`config.mk`:
```
export PLATFORM = sky130hd
export DESIGN_NAME = debounce_scan_ctrl_flat
export DESIGN_NICKNAME = d
export VERILOG_FILES = /design/src/rtl/debounce_scan_ctrl_if.sv /design/src/rtl/debounce_scan_ctrl.sv /design/src/flat_wrapper.sv
export SDC_FILE = /design/constraint.sdc
export NUM_CORES = 1
export LEC_CHECK = 0
export CORE_UTILIZATION = 58
export CTS_CLUSTER_SIZE = 10
export DETAILED_ROUTE_END_ITERATION = 6
export PLACE_DENSITY = 0.79
export SYNTH_ARGS = -nofsm -noshare
export SYNTH_HDL_FRONTEND = slang
export SYNTH_SLANG_ARGS = --single-unit
```
`constraint.sdc`:
```
create_clock -name clk -period 1.75 [get_ports clk]
set_input_delay 0.2625 -clock clk [delete_from_list [all_inputs] [get_ports clk]]
set_output_delay 0.2625 -clock clk [all_outputs]
set_load 0.005 [all_outputs]
```
`src/rtl/debounce_scan_ctrl_if.sv`:
```
// Event handshake carrying debounced press/release events from debounce_scan_ctrl
// to the downstream control FSM (master = producer, slave = consumer).
interface debounce_scan_ctrl_if #(
    parameter int ID_W = 2
);
    logic            evt_valid;
    logic            evt_ready;
    logic [ID_W-1:0] evt_id;
    logic            evt_rise;

    modport master (
        output evt_valid,
        output evt_id,
        output evt_rise,
        input  evt_ready
    );

    modport slave (
        input  evt_valid,
        input  evt_id,
        input  evt_rise,
        output evt_ready
    );
endinterface

```
`src/rtl/debounce_scan_ctrl.sv`:
```
// Multi-channel switch debouncer sharing one sample tick, with a round-robin event serialiser.
// Optional macro DEBOUNCE_OVF_EN adds sticky per-channel drop flags (ovf) with a clear input (ovf_clr).
module debounce_scan_ctrl #(
    parameter int NUM_SW     = 4,
    parameter int TICK_BITS  = 20,
    parameter int STABLE_CNT = 2,
    parameter int ID_W       = 2
) (
    input  logic                 clk,
    input  logic                 reset,
    input  logic [NUM_SW-1:0]    sw,
    output logic [NUM_SW-1:0]    db,
    output logic [NUM_SW-1:0]    press,
    // named release_o because "release" is a reserved word
    output logic [NUM_SW-1:0]    release_o,
`ifdef DEBOUNCE_OVF_EN
    output logic [NUM_SW-1:0]    ovf,
    input  logic [NUM_SW-1:0]    ovf_clr,
`endif
    debounce_scan_ctrl_if.master evt
);

    typedef enum logic [1:0] {ZERO, WAIT_ONE, ONE, WAIT_ZERO} db_state_e;

    localparam logic [2:0] STABLE_LAST = 3'(STABLE_CNT - 1);
    localparam logic [2:0] STABLE_SAT  = 3'(STABLE_CNT);

    logic [NUM_SW-1:0]    sync1_q, sync1_d, sync2_q, sync2_d;
    logic [TICK_BITS-1:0] tick_cnt_q, tick_cnt_d;
    logic                 tick;
    logic [NUM_SW-1:0]    pend_v, pend_k;
    logic                 xfer;

    logic                 evt_valid_q, evt_valid_d;
    logic                 evt_rise_q, evt_rise_d;
    logic [ID_W-1:0]      evt_id_q, evt_id_d;
    logic [ID_W-1:0]      rr_q, rr_d;

    always_comb begin
        sync1_d    = sw;
        sync2_d    = sync1_q;
        tick_cnt_d = tick_cnt_q + TICK_BITS'(1);
    end

    always_ff @(posedge clk) begin
        if (reset) begin
            sync1_q    <= '0;
            sync2_q    <= '0;
            tick_cnt_q <= '0;
        end else begin
            sync1_q    <= sync1_d;
            sync2_q    <= sync2_d;
            tick_cnt_q <= tick_cnt_d;
        end
    end

    assign tick = &tick_cnt_q;
    assign xfer = evt_valid_q && evt.evt_ready;

    for (genvar gi = 0; gi < NUM_SW; gi++) begin : g_ch
        db_state_e  state_q, state_d;
        logic [2:0] cnt_q, cnt_d;
        logic       db_q, db_d, press_q, press_d, rel_q, rel_d;
        logic       pend_v_q, pend_v_d, pend_k_q, pend_k_d;
        logic       take;

        always_ff @(posedge clk) begin
            if (reset) begin
                state_q  <= ZERO;
                cnt_q    <= '0;
                db_q     <= 1'b0;
                press_q  <= 1'b0;
                rel_q    <= 1'b0;
                pend_v_q <= 1'b0;
                pend_k_q <= 1'b0;
            end else begin
                state_q  <= state_d;
                cnt_q    <= cnt_d;
                db_q     <= db_d;
                press_q  <= press_d;
                rel_q    <= rel_d;
                pend_v_q <= pend_v_d;
                pend_k_q <= pend_k_d;
            end
        end

        // The level test comes before the tick, so a glitch always wins over acceptance.
        always_comb begin
            state_d = state_q;
            cnt_d   = cnt_q;
            unique case (state_q)
                ZERO: begin
                    if (sync2_q[gi]) begin
                        state_d = WAIT_ONE;
                        cnt_d   = '0;
                    end
                end
                WAIT_ONE: begin
                    if (!sync2_q[gi]) begin
                        state_d = ZERO;
                    end else if (tick) begin
                        if (cnt_q >= STABLE_LAST) begin
                            state_d = ONE;
                            cnt_d   = STABLE_SAT;
                        end else begin
                            cnt_d = cnt_q + 3'd1;
                        end
                    end
                end
                ONE: begin
                    if (!sync2_q[gi]) begin
                        state_d = WAIT_ZERO;
                        cnt_d   = '0;
                    end
                end
                WAIT_ZERO: begin
                    if (sync2_q[gi]) begin
                        state_d = ONE;
                    end else if (tick) begin
                        if (cnt_q >= STABLE_LAST) begin
                            state_d = ZERO;
                            cnt_d   = STABLE_SAT;
                        end else begin
                            cnt_d = cnt_q + 3'd1;
                        end
                    end
                end
                default: begin
                    state_d = ZERO;
                    cnt_d   = '0;
                end
            endcase
        end

        always_comb begin
            db_d    = (state_d == ONE) || (state_d == WAIT_ZERO);
            press_d = (state_q == WAIT_ONE) && (state_d == ONE);
            rel_d   = (state_q == WAIT_ZERO) && (state_d == ZERO);
        end

        // A slot being handed off this cycle can accept a new event without loss.
        always_comb begin
            take     = xfer && (evt_id_q == ID_W'(gi));
            pend_v_d = pend_v_q && !take;
            pend_k_d = pend_k_q;
            if ((press_q || rel_q) && (!pend_v_q || take)) begin
                pend_v_d = 1'b1;
                pend_k_d = press_q;
            end
        end

`ifdef DEBOUNCE_OVF_EN
        logic ovf_q, ovf_d;

        always_comb begin
            ovf_d = (ovf_q && !ovf_clr[gi]) || ((press_q || rel_q) && pend_v_q && !take);
        end

        always_ff @(posedge clk) begin
            if (reset) begin
                ovf_q <= 1'b0;
            end else begin
                ovf_q <= ovf_d;
            end
        end

        assign ovf[gi] = ovf_q;
`endif

        assign db[gi]        = db_q;
        assign press[gi]     = press_q;
        assign release_o[gi] = rel_q;
        assign pend_v[gi]    = pend_v_q;
        assign pend_k[gi]    = pend_k_q;
    end

    // Round-robin pick: lowest full slot at/after rr_q, else lowest full slot below it.
    logic            hi_found, lo_found, hi_rise, lo_rise;
    logic [ID_W-1:0] hi_pick, lo_pick;

    always_comb begin
        hi_found = 1'b0;
        lo_found = 1'b0;
        hi_rise  = 1'b0;
        lo_rise  = 1'b0;
        hi_pick  = '0;
        lo_pick  = '0;
        for (int i = NUM_SW - 1; i >= 0; i--) begin
            if (pend_v[i]) begin
                if (ID_W'(i) >= rr_q) begin
                    hi_found = 1'b1;
                    hi_pick  = ID_W'(i);
                    hi_rise  = pend_k[i];
                end else begin
                    lo_found = 1'b1;
                    lo_pick  = ID_W'(i);
                    lo_rise  = pend_k[i];
                end
            end
        end
    end

    always_comb begin
        evt_valid_d = evt_valid_q;
        evt_id_d    = evt_id_q;
        evt_rise_d  = evt_rise_q;
        rr_d        = rr_q;
        if (evt_valid_q) begin
            if (evt.evt_ready) begin
                evt_valid_d = 1'b0;
                rr_d        = (evt_id_q == ID_W'(NUM_SW - 1)) ? '0 : evt_id_q + ID_W'(1);
            end
        end else if (hi_found || lo_found) begin
            evt_valid_d = 1'b1;
            evt_id_d    = hi_found ? hi_pick : lo_pick;
            evt_rise_d  = hi_found ? hi_rise : lo_rise;
        end
    end

    always_ff @(posedge clk) begin
        if (reset) begin
            evt_valid_q <= 1'b0;
            evt_id_q    <= '0;
            evt_rise_q  <= 1'b0;
            rr_q        <= '0;
        end else begin
            evt_valid_q <= evt_valid_d;
            evt_id_q    <= evt_id_d;
            evt_rise_q  <= evt_rise_d;
            rr_q        <= rr_d;
        end
    end

    assign evt.evt_valid = evt_valid_q;
    assign evt.evt_id    = evt_id_q;
    assign evt.evt_rise  = evt_rise_q;

endmodule

```
`src/flat_wrapper.sv`:
```
// flat-port wrapper written by rule: the top's interface ports become plain ports
module debounce_scan_ctrl_flat 
#(
    parameter int NUM_SW     = 4,
    parameter int TICK_BITS  = 20,
    parameter int STABLE_CNT = 2,
    parameter int ID_W       = 2
)
  (clk, reset, sw, db, press, release_o, evt_evt_valid, evt_evt_id, evt_evt_rise, evt_evt_ready);
  debounce_scan_ctrl_if #(.ID_W(ID_W)) evt_i ();
  input  logic clk;
  input  logic reset;
  input  logic [NUM_SW-1:0] sw;
  output logic [NUM_SW-1:0] db;
  output logic [NUM_SW-1:0] press;
  output logic [NUM_SW-1:0] release_o;
  output wire logic [$bits(evt_i.evt_valid)-1:0] evt_evt_valid;
  output wire logic [$bits(evt_i.evt_id)-1:0] evt_evt_id;
  output wire logic [$bits(evt_i.evt_rise)-1:0] evt_evt_rise;
  input wire logic [$bits(evt_i.evt_ready)-1:0] evt_evt_ready;
  assign evt_evt_valid = evt_i.evt_valid;
  assign evt_evt_id = evt_i.evt_id;
  assign evt_evt_rise = evt_i.evt_rise;
  assign evt_i.evt_ready = evt_evt_ready;
  debounce_scan_ctrl #(.NUM_SW(NUM_SW), .TICK_BITS(TICK_BITS), .STABLE_CNT(STABLE_CNT), .ID_W(ID_W)) u_core (.clk(clk), .reset(reset), .sw(sw), .db(db), .press(press), .release_o(release_o), .evt(evt_i));
endmodule
```
## Word level (Yosys, flattened, before mapping)

Index checks and enable logic that the tools add are counted.

| operators by class | value |
|---|---|
| equal/unequal tests | 39 |
| add/subtract/negate cells | 6 |
| mux-type cells | 122 |
| multipliers | 0 |
| shift-type cells | 0 |
| magnitude comparators | 8 |
| bitwise operators | 1 |
| div/mod/pow operators | 0 |
| reductions and logical operators | 58 |

Operators with widths:

| cell | number |
|---|---|
| two-way mux 2 bit | 50 |
| two-way mux 3 bit | 24 |
| case mux 3 bit (4 select lines) | 4 |
| two-way mux 1 bit | 40 |
| equality test 2 bit (second input constant) | 18 |
| case mux 2 bit (4 select lines) | 4 |
| logical AND 1 bit | 21 |
| adder 20 x 1 -> 20 bit (second input constant) | 1 |
| AND reduction 20 bit | 1 |
| zero test 2 bit | 9 |
| != test 2 x 1 -> 1 bit (second input constant) | 8 |
| != test 2 bit (second input constant) | 8 |
| AND reduction 4 bit | 4 |
| logical OR 1 bit | 13 |
| adder 3 x 1 -> 3 bit (second input constant) | 4 |
| >= comparator 3 x 1 -> 1 bit (second input constant) | 4 |
| equality test 2 x 1 -> 1 bit (second input constant) | 5 |
| zero test 1 bit | 8 |
| >= comparator 1 x 2 -> 1 bit (first input constant) | 2 |
| >= comparator 2 bit (first input constant) | 2 |
| AND reduction 2 bit | 2 |
| adder 2 x 1 -> 2 bit (second input constant) | 1 |
| NOT 1 bit | 1 |

| storage, ports and cells | value |
|---|---|
| bits in read-only memories | 0 |
| bits of input ports | 7 |
| bits in writable memories | 0 |
| memories | 0 |
| latch bits | 0 |
| word-level logic and storage cells | 269 |
| flip-flop bits (word level) | 74 |

## Depth between registers and ports, before layout

| logic depth | value |
|---|---|
| depth after elaboration | 12 |
| depth in mapped cells | 7 |
| gate-level depth less buffers | 7 |

## Worst setup path after synthesis

No wires, ideal clock.

| path | value |
|---|---|
| path kind | flip-flop to flip-flop |
| start | register u_core.tick_cnt_q[0] |
| end | register u_core.g_ch[0].state_q[1] |
| arrival | 1.392 ns |
| buffers on the path | 0 |
| cell stages (with the launch flop) | 7 |
| path slack | 0.230 ns |
| cell sequence | dfxtp_1 ha_1 nand4_2 nor4_4 nand4b_1 mux2i_1 nor2_1 |

| on the way | value |
|---|---|
| longest elaborated chain between the ends | 4 |
| elaborated cells on any way between the ends | 6 |
| those cells by class | mux: 5; reduce/logical: 1 |

Ends and longest elaborated chain:

| element | line | RTL |
|---|---|---|
| from (decl) | debounce_scan_ctrl.sv:29 | `logic [TICK_BITS-1:0] tick_cnt_q, tick_cnt_d;` |
| from (signal assigned) | debounce_scan_ctrl.sv:53 | `tick_cnt_q <= tick_cnt_d;` |
| AND reduction 20 bit (*) | debounce_scan_ctrl.sv:57 | `assign tick = &tick_cnt_q;` |
| two-way mux 2 bit (on tied branches) | debounce_scan_ctrl.sv:119, debounce_scan_ctrl.sv:101 |  |
| two-way mux 2 bit (on tied branches) | debounce_scan_ctrl.sv:117, debounce_scan_ctrl.sv:99 |  |
| case mux 2 bit (4 select lines) (*) | debounce_scan_ctrl.sv:91 | `unique case (state_q)` |
| to (signal assigned) | debounce_scan_ctrl.sv:77 | `state_q <= state_d;` |
| to (decl) | debounce_scan_ctrl.sv:61 | `db_state_e state_q, state_d;` |

Mark *: on every way between the ends. The rest lies on a longest branch, timed or not.
A chain may end at the register's enable or synchronous reset.

## Worst setup path in the final report

| path | value |
|---|---|
| start | register u_core.tick_cnt_q[6] |
| end | register u_core.g_ch[2].db_q |

| on the way | value |
|---|---|
| longest elaborated chain between the ends | 6 |
| elaborated cells on any way between the ends | 9 |
| those cells by class | eq/ne: 2; mux: 5; reduce/logical: 2 |

Ends and longest elaborated chain:

| element | line | RTL |
|---|---|---|
| AND reduction 20 bit (*) | debounce_scan_ctrl.sv:57 |  |
| two-way mux 2 bit (on tied branches) | debounce_scan_ctrl.sv:119, debounce_scan_ctrl.sv:101 |  |
| two-way mux 2 bit (on tied branches) | debounce_scan_ctrl.sv:117, debounce_scan_ctrl.sv:99 |  |
| case mux 2 bit (4 select lines) (*) | debounce_scan_ctrl.sv:91 |  |
| equality test 2 bit | debounce_scan_ctrl.sv:136 | `db_d = (state_d == ONE) \|\| (state_d == WAIT_ZERO);` |
| logical OR 1 bit (*) | debounce_scan_ctrl.sv:136 |  |
| to (signal assigned) | debounce_scan_ctrl.sv:71 | `db_q <= 1'b0;` |
| to (signal assigned) | debounce_scan_ctrl.sv:79 | `db_q <= db_d;` |
| to (decl) | debounce_scan_ctrl.sv:63 | `logic db_q, db_d, press_q, press_d, rel_q, rel_d;` |

Marked as above.

==> flow_summary.ini <==
[status]
status = finished, final reports clean

[global_route]
grt_usage = 0.2267
grt_pass1_vias = 2429
grt_max_degree = 35
grt_pass1_wl_mm = 10.88
gr-total-overflow = 0
antenna_found_initial = 0

[floorplanning]
rows = 27
die_y_um = 78.48
initial_core_util = 0.6085
ios = 23
die_area_um2 = 6158
die_w_um = 78.48
core_area_um2 = 5574

[detailed_routing]
dr.pass1.iters = 4
totalWireLength_mm = 6.449
highest_layer = met4
via_per_inst = 5.512
vias = 2607
wl_met1_mm = 3.065
post_drt_wl_per_cell_um = 13.63
drc = 0
ant_nets = 0
drt_iter0_markers = 129
wl_met2_mm = 3.002
routed-wl-met3_um = 222

[min_path]
whs_path_depth = 2
hp-class = input port to flop
worstHoldStart = reset
min_to = u_core.g_ch[2].pend_k_q

[synth]
synth_area_um2 = 3392
syn_area_per_cell_um2 = 9.118
syn_nets = 392
synth.distinct_cells = 50
yosysWarningCount = 0
synth-seq-area-share = 0.4367
postSynthCellCount = 372
synth_seq_cells = 74

[timing]
setup_slack_ps = 46.57
drv_slew = 0
fin_skew_ps = 7.935
finalCritPeriodShare = 0.9734
worst_slew_pin_slew_ps = 643.1
hold_viol = 0
rsz0062_at_grt = yes
holdWs_ps = 419.4
max_clock_freq_mhz = 587.0
fin_tns_setup_ps = 0
timing.final.crit_period_ps = 1703
setup_violations = 0
relSlewSlack = 0.5712

[setup_path]
criticalPathCategory = flop to flop
cp_max_fo = 5
timing.rr.start = u_core.tick_cnt_q[6]
reg2reg_slack_ps = 50
worstPathRequired_ps = 1990
arrival_ps = 1940
r2r-end = u_core.g_ch[2].db_q
r2r_cells = 6
setup.worst_path.start_class = flop
setup.worst_path.end_class = flop
timing.critical_path.from = u_core.tick_cnt_q[6]

[layout]
fin_nets = 416
syn_to_final_growth_pct = 15.86
fin_area_um2 = 3930
layout_common_cells = 73 x dfxtp_1, 50 x nor2_1, 32 x nand2_1
layout_commonest_cell = dfxtp_1
diodes = 0
drive_above_1_share = 0.1322

[clocking]
clockBufferDepth = 2
clock-sinks = 74
hold_buffers = 0
numCtsBuffers = 9
cts_tree = yes
clk_latency_ps = 350
cts.reportedPaths.clkPinSlew_ps = 80
cts_root_buffer = clkbuf_8
htree_levels = 3

[placement]
place_area_um2 = 3679
dpl_worst_slack_ps = 122.3
dp_hpwl_mm = 4.216
gp_congestion = 0.8005
port_buffers = 22

[power_and_ir_drop]
p_leak_nw = 1.525
pwr-share-seq = 0.531
swShare = 0.2067
p_clk_frac = 0.440
p_sw_w = 0.0006670
power_density_nw_per_um2 = 820.9
ir_worst_vdd_uv = 700.1
p_int_w = 0.002559
pwr-share-comb = 0.029

[job]
cap_violations = 0
[layer usage]
layer / vias up / global-route usage
met1: 1206 / 0.2906
li1: 1337 / -
met2: 47 / 0.3518
met5: - / 0
met4: 0 / 0.1333
met3: 17 / 0.04651
[cell usage after synthesis (all sizes together)]
cell     count  area, um^2
nor2        52       210.2
o221ai       1       8.760
clkbuf      10       37.54
nand2       32       120.1
or3b         1       8.760
and3         8       57.55
xor2        13       113.9
a31oi        1       6.260
a22oi        9       67.56
a41oi        4       35.03
mux2i        4       40.04
nand4       12       111.4
a211oi       1       7.510
a2111oi      1       8.760
dfxtp       74        1481
nor3b        4       50.05
nor2b       14       95.09
or3          1       6.260
nand3b       2       15.01
nor4        14       102.6
o21ai        6       30.03
nor3         2       10.01
nand3       10       55.05
nand2b      13       81.33
o211ai       1       7.510
buf         17       121.4
a32oi        4       35.03
and4         1       8.760
inv          8       30.03
o21bai       1       7.510
o22ai        2       12.51
nand4b       4       35.03
xnor2        8       70.07
ha          13       162.7
a21boi       3       22.52
a31o         1       8.760
a21o         3       22.52
a21oi       15       75.07
and2         2       12.51
[sequential cells by signal (all words and copies together), names as in the netlist]
register,cells
u_core.g_ch.state_q,8
u_core.g_ch.rel_q,4
u_core.evt.evt_rise,1
u_core.tick_cnt_q,20
u_core.sync1_q,4
u_core.g_ch.pend_v_q,4
u_core.g_ch.cnt_q,12
u_core.g_ch.db_q,4
u_core.g_ch.press_q,4
u_core.rr_q,2
u_core.sync2_q,4
u_core.g_ch.pend_k_q,4
u_core.evt.evt_valid,1
u_core.evt.evt_id,2
[area by class of cell]
type                       instances  area [um^2]
sequential                        74         1483
clock buffer                      15        186.4
multi-input combinational        263         1748
clock inverter                     1        30.03
timing repair buffer              40        362.8
fill                             431         1644
tap                               72        90.09
inverter                           8        30.03
[worst max path at each step]
stage                                      endpoint  slack [ps]  depth (start not counted)
after floorplan           u_core.g_ch[0].state_q[1]         230                          6
after global placement          u_core.g_ch[3].db_q         170                          6
after CTS                             evt_evt_valid          20                          1
after detailed placement  u_core.g_ch[3].state_q[1]         120                          6
after global routing            u_core.g_ch[2].db_q         -70                          7
final                           u_core.g_ch[2].db_q          50                          6
[cells by family (layout without fill, tap and decap cells)]
group | count (synthesis) | in the layout | share of synthesized area
flip-flops | 74 | 74 | 0.4367
XOR/XNOR | 21 | 21 | 0.05422
multiplexers | 4 | 4 | 0.01180
AO/OA/AOI/OAI | 53 | 53 | 0.1048
buffers and inverters | 35 | 64 | 0.05570
adder cells (fa/ha/maj) | 13 | 13 | 0.04795
AND/OR/NAND/NOR | 172 | 172 | 0.2888
[critical path, cell delays in order, from the launching register on]
cell	delay [ps]
dfxtp_1	430
nand4_4	200
nor4_4	250
buf_4	190
nand4b_1	180
mux2i_2	270
nor2_1	60
[per-stage QoR]
stage,utilization,instances,power (W)
after floorplan,-,372,0.001803
after global placement,0.6599,456,0.001842
after detailed placement,0.6599,456,0.001844
after CTS,0.6988,472,0.003255
after global routing,0.7051,473,0.003319
final,0.7051,473,0.003226
[what timing repair did]
item	4_1_cts	5_1_grt
gates resized for setup	0	7
setup endpoints to repair	0	14
setup buffers	0	1
[power groups by stage]
stage                     sequential (W)  combinational [W]  clock [W]
after detailed placement         0.00175          0.0000935          0
after global routing             0.00172           0.000104    0.00150
after global placement           0.00175          0.0000919          0
after CTS                        0.00171          0.0000936    0.00145
final                            0.00171          0.0000936    0.00142
after floorplan                  0.00175          0.0000543          0
Note: power is estimated with default switching activity, not from simulation.
